<file path="config.mk">
export PLATFORM = sky130hd
export DESIGN_NAME = instr_sequencer
export DESIGN_NICKNAME = d
export VERILOG_FILES = /design/src/rtl/instr_sequencer.sv
export SDC_FILE = /design/constraint.sdc
export NUM_CORES = 1
export LEC_CHECK = 0
export ABC_AREA = 1
export ABC_CLOCK_PERIOD_IN_PS = 2700
export CORE_MARGIN = 1.5
export CORE_UTILIZATION = 40
export DETAILED_ROUTE_END_ITERATION = 16
export HOLD_SLACK_MARGIN = 0.1
export PLACE_DENSITY_LB_ADDON = 0.2
export SLEW_MARGIN = 5
export SYNTH_ARGS = -nofsm -noshare
export SYNTH_HDL_FRONTEND = slang
export SYNTH_SLANG_ARGS = --single-unit
</file>
<file path="constraint.sdc">
create_clock -name CLKb -period 2.7 [get_ports CLKb]
set_input_delay 0.405 -clock CLKb [delete_from_list [all_inputs] [get_ports CLKb]]
set_output_delay 0.405 -clock CLKb [all_outputs]
set_load 0.1 [all_outputs]
</file>
<file path="src/rtl/instr_sequencer.sv">
// Multi-cycle control sequencer for the 10-bit datapath: decodes one instruction per
// Exec handshake and steps the register file, ALU registers and bus drivers through it.
module instr_sequencer #(
  parameter int OPW = 4,
  parameter int RAW = 2
) (
  input  logic                    CLKb,
  input  logic                    RST,
  input  logic                    Exec,
  input  logic [OPW+2*RAW+1:0]    INSTR,
  output logic                    IRin,
  output logic                    Busy,
  output logic                    Done,
  output logic                    Err,
  output logic                    ENW,
  output logic [RAW-1:0]          WRA,
  output logic                    ENR0,
  output logic                    ENR1,
  output logic [RAW-1:0]          RDA0,
  output logic [RAW-1:0]          RDA1,
  output logic                    Ain,
  output logic                    Gin,
  output logic                    Gout,
  output logic                    Extrn,
  output logic [2:0]              ALUcont
);

  localparam int RY_LSB = 2;
  localparam int RX_LSB = 2 + RAW;
  localparam int OP_LSB = 2 + 2 * RAW;

  localparam logic [OPW-1:0] OP_LOAD = OPW'(0);
  localparam logic [OPW-1:0] OP_MOV  = OPW'(1);
  localparam logic [OPW-1:0] OP_ADD  = OPW'(2);
  localparam logic [OPW-1:0] OP_XOR  = OPW'(6);
  localparam logic [OPW-1:0] OP_LSL  = OPW'(8);

  typedef enum logic [1:0] {S_IDLE, S_T1, S_T2, S_T3} state_t;

  state_t          state_q, state_d;
  logic [OPW-1:0]  op_q, op_d;
  logic [RAW-1:0]  rx_q, rx_d, ry_q, ry_d;
  logic            is_alu, is_two;
  logic            unused_instr;

  assign unused_instr = ^INSTR[1:0];
  assign is_alu = (op_q >= OP_ADD) && (op_q <= OP_LSL);
  assign is_two = (op_q <= OP_XOR);

  always_ff @(posedge CLKb) begin
    if (RST) state_q <= S_IDLE;
    else     state_q <= state_d;
    op_q <= op_d;
    rx_q <= rx_d;
    ry_q <= ry_d;
  end

  // Reset overrides every output so no write can land on the falling edge of a reset cycle.
  always_comb begin
    state_d = state_q;
    op_d    = op_q;
    rx_d    = rx_q;
    ry_d    = ry_q;
    IRin    = 1'b0;
    Busy    = 1'b0;
    Done    = 1'b0;
    Err     = 1'b0;
    ENW     = 1'b0;
    WRA     = '0;
    ENR0    = 1'b0;
    ENR1    = 1'b0;
    RDA0    = '0;
    RDA1    = '0;
    Ain     = 1'b0;
    Gin     = 1'b0;
    Gout    = 1'b0;
    Extrn   = 1'b0;
    ALUcont = 3'd0;
    if (RST) begin
      state_d = S_IDLE;
    end else begin
      unique case (state_q)
        S_IDLE: begin
          IRin = Exec;
          if (Exec) begin
            op_d    = INSTR[OP_LSB +: OPW];
            rx_d    = INSTR[RX_LSB +: RAW];
            ry_d    = INSTR[RY_LSB +: RAW];
            state_d = S_T1;
          end
        end
        S_T1: begin
          Busy = 1'b1;
          if (op_q == OP_LOAD) begin
            Extrn   = 1'b1;
            ENW     = 1'b1;
            WRA     = rx_q;
            Done    = 1'b1;
            state_d = S_IDLE;
          end else if (op_q == OP_MOV) begin
            ENR0    = 1'b1;
            RDA0    = ry_q;
            ENW     = 1'b1;
            WRA     = rx_q;
            Done    = 1'b1;
            state_d = S_IDLE;
          end else if (is_alu) begin
            ENR0    = 1'b1;
            RDA0    = rx_q;
            Ain     = 1'b1;
            state_d = S_T2;
          end else begin
            Done    = 1'b1;
            Err     = 1'b1;
            state_d = S_IDLE;
          end
        end
        S_T2: begin
          // Single-operand ops (INV, LSL) leave the second read port idle.
          Busy    = 1'b1;
          Gin     = 1'b1;
          ALUcont = 3'(op_q - OP_ADD);
          if (is_two) begin
            ENR1 = 1'b1;
            RDA1 = ry_q;
          end
          state_d = S_T3;
        end
        S_T3: begin
          Busy    = 1'b1;
          Gout    = 1'b1;
          ENW     = 1'b1;
          WRA     = rx_q;
          Done    = 1'b1;
          state_d = S_IDLE;
        end
        default: state_d = S_IDLE;
      endcase
    end
  end

endmodule

</file>
==> impl_results.md, run 1 <==
* CTS H-tree lvls at 1
* Sequential share of the synthesized area at 46.76%
* Outcome: finished, final reports clean
* Reg-to-reg startpoint: op_q[1]
* DRT Wirelength at 1431 um
* Synth area leaders: edfxtp_1 40%, inv_1 10%, nor2_1 9.4%
* Synth top cells by count: 16 x inv_1, 15 x nor2_1, 11 x nand2_1
* First-pass GRT wire length at 2242 um
* Mean Syn Cell Area at 7.886 sq um
* Drt drc at 0
* Least-Margin Pin Slew at 0.2777 ns
* Dpl ws at 0.5715 ns
* FFs w/ async S/R, synth at 0%
* Cts hold-fix bufs at 0
* CTS tree: built
* Layout Cell Area excl Fill at 0.001160 sq mm
* Layout cells sized above 1 at 36.04%
* Layout Skew at 0.003447 ns
* Max Cap Viol at 0
* Worst Setup SP: op_q[1]
* Routed WL per cell at 11.36 um
* Worst skew pair latency at 0.27 ns
* Worst path cell trace: inv_1, ha_1, nand2_1, nand2_1, nand3_1, a21oi_2, buf_12
* Flops & latches, synth at 10
* Antenna violations before repair at 0
* Placed Area at 0.001134 sq mm
* WP buf/inv at 2
* Setup slack after layout at 0.5260 ns
* WP data arrival at 1.77 ns
* Vias at 602
* Synth warn at 0
* Post-layout util at 85.91%
* Top delay family on crit path: flip-flops
* Synth top area share at 40.08%
* Max Root-Sink Buffers at 2
* Crit end category: primary output
* Syn Std Cell Area at 599.3 sq um
* Largest net degree at the start of global routing at 9
* Chip Height at 41.71 um
* Syn Nets at 91
* Gate Count Post-Synth at 76
* RSZ-0062 raised after global routing: no
* Post_cts resized at 0
* Num CTS Buffers at 3
* Cells after DPL at 122
* Crit path max fanout at 6
* Min-Delay Path Class: register to register
* DR iter-0 viols at 4
* Clock root buffer: clkbuf_4
* Critical path class: register to primary output
* Yosys cell types at 17
* DIE AREA at 0.001740 sq mm
* Grt ovf at 0
* Max Fclk at 0.4600 GHz
* Most frequent cell after synthesis: inv_1
* Final worst path period share at 80.52%
* Initial Util at 44.39%
* Most common cell on crit path: nand2_1
* Most used flip-flop cell after synthesis: edfxtp_1
* Slowest CP cell: edfxtp_1
* Worst path max stage delay at 0.48 ns
* Ant diodes at 0
* RePlAce Congestion at 0.7354
* # port buffers at 30
* Post-route ant nets at 0
* Layout Cells excl Fill at 126
* Vias/cell at 4.778
* # rows at 13
* Total Power at 0.0004193 W
* Pins over their slew limit at 0
* Post-synth EDFFs at 8
* Hold Fails Final Rpt at 0
* Final Net Count at 127
* Lkg Pwr at 0.5225 nW
* Clock slew at reported path FFs at 0.06 ns
* Peak supply drop at 0.2994 mV
* Vias in the first global route at 561
* Clock period minus worst slack at 2.174 ns
* First drt pass iteration count at 3
* Die X at 41.71 um
* Post-CTS setup repair buffer count at 0
* Top cell type by total area after synthesis: edfxtp_1
* All-Layer GR Usage at 17.72%
* CP required at 2.30 ns
* Core area at 0.001350 sq mm
* Clock sink count at 10
* Synth-to-Final Area Change at 93.53%
* Power per cell area at 361.5 mW/mm^2
* I/O pins at 33
* Critical Path Source Type: register
* Setup-failing EPs final at 0
* FILL cells at 74
* Relative slew slack at 81.64%
* Detailed Place HPWL at 1265 um
sequential cells by signal, summed over array words and instances, names as in the netlist, named ones only:
| register | flops |
|---|---|
| state_q | 1 |
| ry_q | 2 |
| op_q | 4 |
| rx_q | 2 |
cells in the final DEF (no fill, tap or decap), types with 4 or more instances in the layout:
master | Yosys | routed
nor2_1 | 15 | 12
edfxtp_1 | 8 | 8
nand3_1 | 4 | 4
clkdlybuf4s50_1 | 0 | 10
nor2_2 | 1 | 4
nand2_1 | 11 | 11
inv_1 | 16 | 16
buf_12 | 0 | 19
final timing paths:
check / end / slack (ns) / cells after the start
worst max register to register: register / 1.40 / 6
worst max-delay path: RDA0[0] / 0.53 / 7
worst min-delay path: state_q[0] / 0.65 / 2
worst min register to register: state_q[0] / 0.65 / 2
metal layers:
layer  wire length, um  track usage, %  up-vias  share of wire [%]
li1                  -               -      306                  -
met2               784           32.81       25                 55
met1               534           15.56      264                 37
met5                 0               0        -                  0
met4                53           14.84        0                3.7
met3                60           4.348        7                4.2
cells by family after synthesis:
| logic type | Yosys count | share of synthesized area [%] |
|---|---|---|
| buffers and inverters | 18 | 11.27 |
| AND/OR/NAND/NOR | 40 | 32.78 |
| adder cells (fa/ha/maj) | 2 | 4.175 |
| flip-flops | 10 | 46.76 |
| AO/OA/AOI/OAI | 6 | 5.009 |
worst reg2reg max path: cells and delay by family (launching register included):
kind                     cells  cell delay, ns
AND/OR/NAND/NOR              3            0.32
buffers and inverters        1            0.14
adder cells (fa/ha/maj)      1            0.15
flip-flops                   1            0.48
AO/OA/AOI/OAI                1            0.14
metrics by stage:
step                      TNS (ns)  hold WS (ns)
after floorplan            -0.2781        0.5039
after global placement           0        0.6101
after detailed placement         0        0.6321
after CTS                        0        0.6466
after global routing             0        0.6753
final                            0        0.6452
report_power, final:
part	leakage [nW]	internal [W]	switching, W	total [W]
clock network	0.0154	0.0000534	0.0000499	0.000103
logic	0.416	0.0000487	0.0000847	0.000133
registers	0.0906	0.000175	0.00000732	0.000183
final cells by class:
cell class / count / area, sq um / area share, %
repair buffers: 31 / 495.5 / 42.72
well taps: 15 / 18.77 / 1.618
multi-input cells: 48 / 271.5 / 23.41
clock inverters: 1 / 3.754 / 0.3236
flip-flops and latches: 10 / 280.3 / 24.16
clock buffers: 3 / 22.52 / 1.942
inverters: 18 / 67.56 / 5.825
No activity file was read; power rests on OpenSTA's default activity.
==> run 2, diff against run 1 <==
Settings changed: ABC_CLOCK_PERIOD_IN_PS 2700 to 2000, CORE_UTILIZATION 40 to 33.
Clock period 2.7 ns to 2 ns, I/O delays scaled along.
==> run 2 against run 1 <==
Effect of this change: clock-buffer cell count increased by 1; worst setup slack got worse by 0.42 ns; utilization decreased by 13 points; clock skew increased by 0.0016 ns; power increased by 37%; final area increased by 7.2%; routed wire length decreased by 13%; sequential share of layout area decreased by 1.6 points; sequential power increased by 33%; first-iteration DRC count increased by 100%; largest cell class unchanged.
==> impl_results.md, run 2 (synthesized netlist as in run 1, its figures left out) <==
* Outcome: finished, final reports clean
* Lkg Pwr at 0.5467 nW
* First drt pass iteration count at 4
* Power per cell area at 462.3 mW/mm^2
* Reg-to-reg startpoint: op_q[1]
* Commonest non-fill, non-tap cell in the layout: buf_12
* Max Cap Viol at 0
* Clock sink count at 10
* Layout cells sized above 1 at 42.48%
* Vias in the first global route at 537
* Critical Path Source Type: register
* Setup-failing EPs final at 0
* All-Layer GR Usage at 14.58%
* WP data arrival at 1.59 ns
* Initial Util at 35.09%
* Clock slew at reported path FFs at 0.06 ns
* Clock period minus worst slack at 1.894 ns
* Max Fclk at 0.5279 GHz
* Post-layout util at 72.82%
* DRT Wirelength at 1252 um
* RSZ-0062 raised after global routing: no
* CTS H-tree lvls at 1
* Critical path class: register to primary output
* Largest net degree at the start of global routing at 9
* Number of flip-flops in the largest register at 4
* Synth-to-Final Area Change at 107.5%
* Fin Hold WS at 0.5566 ns
* RePlAce Congestion at 0.7705
* Hold Fails Final Rpt at 0
* Most frequent cells in the layout: 20 x buf_12, 16 x inv_1, 10 x nand2_1, 9 x clkdlybuf4s50_1
* Routed WL per cell at 9.072 um
* Reg with most FFs: op_q
* Max Root-Sink Buffers at 2
* Final worst path period share at 94.72%
* Post-route ant nets at 0
* Relative slew slack at 81.54%
* Vias at 569
* Layout Skew at 0.005035 ns
* Peak supply drop at 0.3358 mV
* DIE AREA at 0.002081 sq mm
* Crit path max fanout at 5
* Least-Margin Pin Slew at 0.2765 ns
* Top flop regs: op_q x4, rx_q x2, ry_q x2
* Hold Startpoint: RST
* Crit end category: primary output
* Final Net Count at 129
* Grt ovf at 0
* Num CTS Buffers at 3
* # rows at 15
* Core area at 0.001708 sq mm
* Min-Delay Path Class: input port to register
* DR iter-0 viols at 8
* Ant diodes at 0
* Worst skew pair latency at 0.26 ns
* # port buffers at 30
* Clock root buffer: clkbuf_4
* CP required at 1.70 ns
* Vias/cell at 4.123
* Area taken by multi-input logic gates at 312.8 sq um
* Die X at 45.62 um
* CTS tree: built
* Detailed Place HPWL at 1111 um
* Setup TNS at 0 ns
* Sequential Area at 280.3 sq um
* Pins over their slew limit at 0
* FILL cells at 127
* Chip Height at 45.62 um
* Worst Setup SP: op_q[1]
* I/O pins at 33
* Drt drc at 0
* Antenna violations before repair at 0
* First-pass GRT wire length at 2139 um
[run 2: cell count changes in the layout (fill, tap and decap cells not counted), moves of 2 or more]
cell,before,now
nor2_1,12,8
a21oi_2,2,0
a21oi_4,0,2
nor2_2,4,6
nor2_4,2,4
[run 2: layout make-up]
type / count / share of cell area [%]
sequential: 10 / 22.54
tap: 25 / 2.515
multi-input combinational: 48 / 25.15
clock buffer: 4 / 2.113
inverter: 18 / 5.433
timing repair buffer: 33 / 42.25
[run 2: critical path, cell delays in order, from the launching register on]
cell and delay, ns:
edfxtp_1 0.39, inv_1 0.10, ha_1 0.15, nand2_1 0.06
nand2_2 0.11, nand2_1 0.16, a21oi_4 0.18, buf_12 0.19
[run 2: per-layer routing]
metal	vias up	GRT usage (%)	part of all wire [%]
met2	19	21.97	52
met1	239	19.40	42
li1	309	-	-
met5	-	0	0
met3	2	1.190	5.2
met4	0	10.59	1.0
[run 2: repair_timing]
action / CTS / global route
endpoints found under the setup margin: 1 / 4
cloned: 0 / 0
gates resized for setup: 0 / 2
hold buffers: 0 / 0
setup buffers: 1 / 0
[run 2: power by group]
group	switching, W	internal [W]	total, W
clock	0.0000629	0.0000768	0.000140
combinational	0.000120	0.0000707	0.000191
sequential	0.00000789	0.000237	0.000244
[run 2: final timing paths]
path                              endpoint  cells after the start  slack [ns]
worst min-delay path              register                      4        0.56
worst min register to register  state_q[0]                      2        0.65
worst max-delay path                  ENR0                      7        0.11
worst max register to register    register                      6        0.79
[run 2: stage by stage]
stage | setup WS (ns) | cell area (sq um) | instances | total power [W]
global route | 0.01740 | 1244 | 138 | 0.0005997
global placement | 0.06932 | 1205 | 133 | 0.0004360
detailed placement | 0.05744 | 1205 | 133 | 0.0004395
floorplan | -0.7341 | 658.1 | 76 | 0.0003636
CTS | 0.05029 | 1239 | 138 | 0.0005804
finish | 0.1056 | 1244 | 138 | 0.0005750
==> run 3, diff against run 2 <==
Settings changed: ABC_AREA 1 to default, SLEW_MARGIN 5 to 20.
==> run 3 against run 2 <==
Effect of this change: the flow now finishes with violations (negative setup slack); global-route usage increased by 3.9 points; first-iteration DRC count rose by 88%; sequential power rose by 2%.
==> impl_results.md, run 3 <==
* Hold Fails Final Rpt at 0
* Mean Syn Cell Area at 10.14 sq um
* Antenna violations before repair at 0
* Critical Path Source Type: register
* Lkg Pwr at 0.5489 nW
* All-Layer GR Usage at 18.44%
* Slowest CP cell: edfxtp_1
* Drt drc at 0
* Max Root-Sink Buffers at 2
* Reg-to-reg startpoint: state_q[0]
* Clock slew at reported path FFs at 0.07 ns
* Worst Setup SP: op_q[2]
* Synth-to-Final Area Change at 143.5%
* Setup-failing EPs final at 6
* Most used flip-flop cell after synthesis: edfxtp_1
* CTS H-tree lvls at 1
* # rows at 14
* Num CTS Buffers at 3
* Layout cells sized above 1 at 67.92%
* Hold depth at 1
* Critical path class: register to primary output
* Crit path max fanout at 4
* DIE AREA at 0.002012 sq mm
* Hold endpoint: state_q[0]
* Max Fclk at 0.4719 GHz
* CP required at 1.70 ns
* Relative slew slack at 75.53%
* Pins over their slew limit at 0
* Final worst path period share at 106.0%
* DRT Wirelength at 1922 um
* WP data arrival at 1.82 ns
* Gate Count Post-Synth at 57
* Outcome: finished, violations left
* Sequential share of the synthesized area at 48.48%
* RePlAce Congestion at 0.7466
* Number of flip-flops in the largest register at 4
* Fin Hold WS at 0.5057 ns
* Cts hold-fix bufs at 0
* Most frequent cell after synthesis: nor2_1
* I/O pins at 33
* Sequential Area at 282.8 sq um
* Initial Util at 36.67%
* Failing checks: negative setup slack
* Min-Delay Path Class: register to register
* # port buffers at 30
* Largest net degree at the start of global routing at 9
* Top cell type by total area after synthesis: edfxtp_1
* Least-Margin Pin Slew at 0.3639 ns
* Vias/cell at 5.238
* Clock sink count at 10
* First-pass GRT wire length at 2642 um
* Post-synth EDFFs at 8
* Syn Std Cell Area at 578.1 sq um
* Top flop regs: op_q x4, rx_q x2, ry_q x2
* Flops & latches, synth at 10
* Vias in the first global route at 618
* Synth top area share at 41.56%
* Grt ovf at 0
* Crit end category: primary output
* Max Cap Viol at 0
* Worst path cell trace: ha_2, or2b_4, a311oi_4, and2_4, buf_12
* Layout Skew at 0.006208 ns
* Ant diodes at 0
* Area taken by multi-input logic gates at 415.4 sq um
* Core area at 0.001577 sq mm
* Synth warn at 0
* Setup slack after layout at -0.1190 ns
* Detailed Place HPWL at 1285 um
* Synth area leaders: edfxtp_1 42%, dfxtp_1 6.9%, nor2_1 5.8%
* Reg with most FFs: op_q
* FILL cells at 61
* RSZ-0062 raised after global routing: yes
* Commonest non-fill, non-tap cell in the layout: buf_12
* Hold Startpoint: state_q[0]
* Vias at 639
* CTS tree: built
* Power per cell area at 426.6 mW/mm^2
* Final Net Count at 122
* Synth top cells by count: 9 x nor2_1, 8 x edfxtp_1, 6 x nor3_1
* Clock period minus worst slack at 2.119 ns
* Worst skew pair latency at 0.26 ns
* Register-to-Register Path Depth at 3
* Die X at 44.86 um
* Yosys cell types at 22
* Most frequent cells in the layout: 21 x buf_12, 15 x buf_4, 9 x clkdlybuf4s50_1, 8 x edfxtp_1, 5 x and2_4
* Syn Nets at 72
* FFs w/ async S/R, synth at 0%
* First drt pass iteration count at 4
* Clock root buffer: clkbuf_4
* Peak supply drop at 0.4861 mV
* Worst path max stage delay at 0.41 ns
* Routed WL per cell at 15.75 um
* DR iter-0 viols at 15
* Chip Height at 44.86 um
* Dpl ws at -0.2113 ns
* Post-route ant nets at 0
* R2r setup slk at 0.52 ns
## run 3: changes by cell type in the layout (fill, tap and decap cells not counted), moves of 4 or more
cell	delta
buf_4	+12
inv_1	-12
nand2_1	-8
and2_4	+5
nand3_1	-4
nor2_1	-4
## run 3: cell type report
type / count / share of cell area, %
Multi-Input combinational cell: 40 / 29.51
Sequential cell: 10 / 20.09
Inverter: 5 / 1.333
Clock inverter: 1 / 0.2667
Clock buffer: 3 / 1.600
Timing Repair Buffer: 47 / 45.78
Tap cell: 16 / 1.422
## run 3: timing repair
item / in CTS / in global routing
pin swaps: 6 / 6
resized for setup: 3 / 11
buffers inserted: 1 / 2
setup endpoints to repair: 13 / 12
endpoints found under the hold margin: 0 / 0
## run 3: logic make-up (layout without fill, tap and decap cells)
logic type	count (synthesis)	after routing	share of synthesized area, %
AO/OA/AOI/OAI	7	7	12.12
buffers and inverters	7	56	5.844
adder cells (fa/ha/maj)	2	2	4.328
AND/OR/NAND/NOR	31	31	29.22
flip-flops	10	10	48.49
## run 3: metal layers
metal	GRT usage, %	part of all wire [%]	vias to the layer above
met5	0	0	-
met4	10.59	2.4	0
met3	2.800	5.5	7
met2	33.91	55	27
met1	19.85	37	304
li1	-	-	301
## run 3: per-stage QoR
step           power (W)  util, %  TNS, ns  instances  cell area [sq um]
4_1_cts        0.0005891    85.16  -0.7756        120               1343
3_3_place_gp   0.0004468    82.86   -1.125        115               1306
6_report       0.0006005    89.29  -0.4081        122               1408
2_1_floorplan  0.0003646        -   -3.297         57              693.2
5_1_grt        0.0006246    89.29  -0.8776        122               1408
3_5_place_dp   0.0004506    82.86   -1.451        115               1306
## run 3: how the worst max path moves through the flow
stage,endpoint,slack [ns],depth (start not counted)
after floorplan,RDA1[0],-0.68,4
after global placement,RDA1[0],-0.17,5
after detailed placement,RDA1[1],-0.21,5
after CTS,RDA1[1],-0.14,5
after global routing,RDA1[1],-0.18,5
final,RDA1[1],-0.12,5
## run 3: report_power, final
part | switching, W | internal [W]
Combinational | 0.000123 | 0.0000915
Sequential | 0.0000113 | 0.000237
Clock | 0.0000657 | 0.0000718
## run 3: critical path: cells and delay by family, from the launching register on
family,cells,cell delay (ns)
AOI/OAI and AO/OA,1,0.29
adders and majority gates,1,0.19
buffers and inverters,1,0.17
DFF,1,0.41
and+or+nand+nor,2,0.50
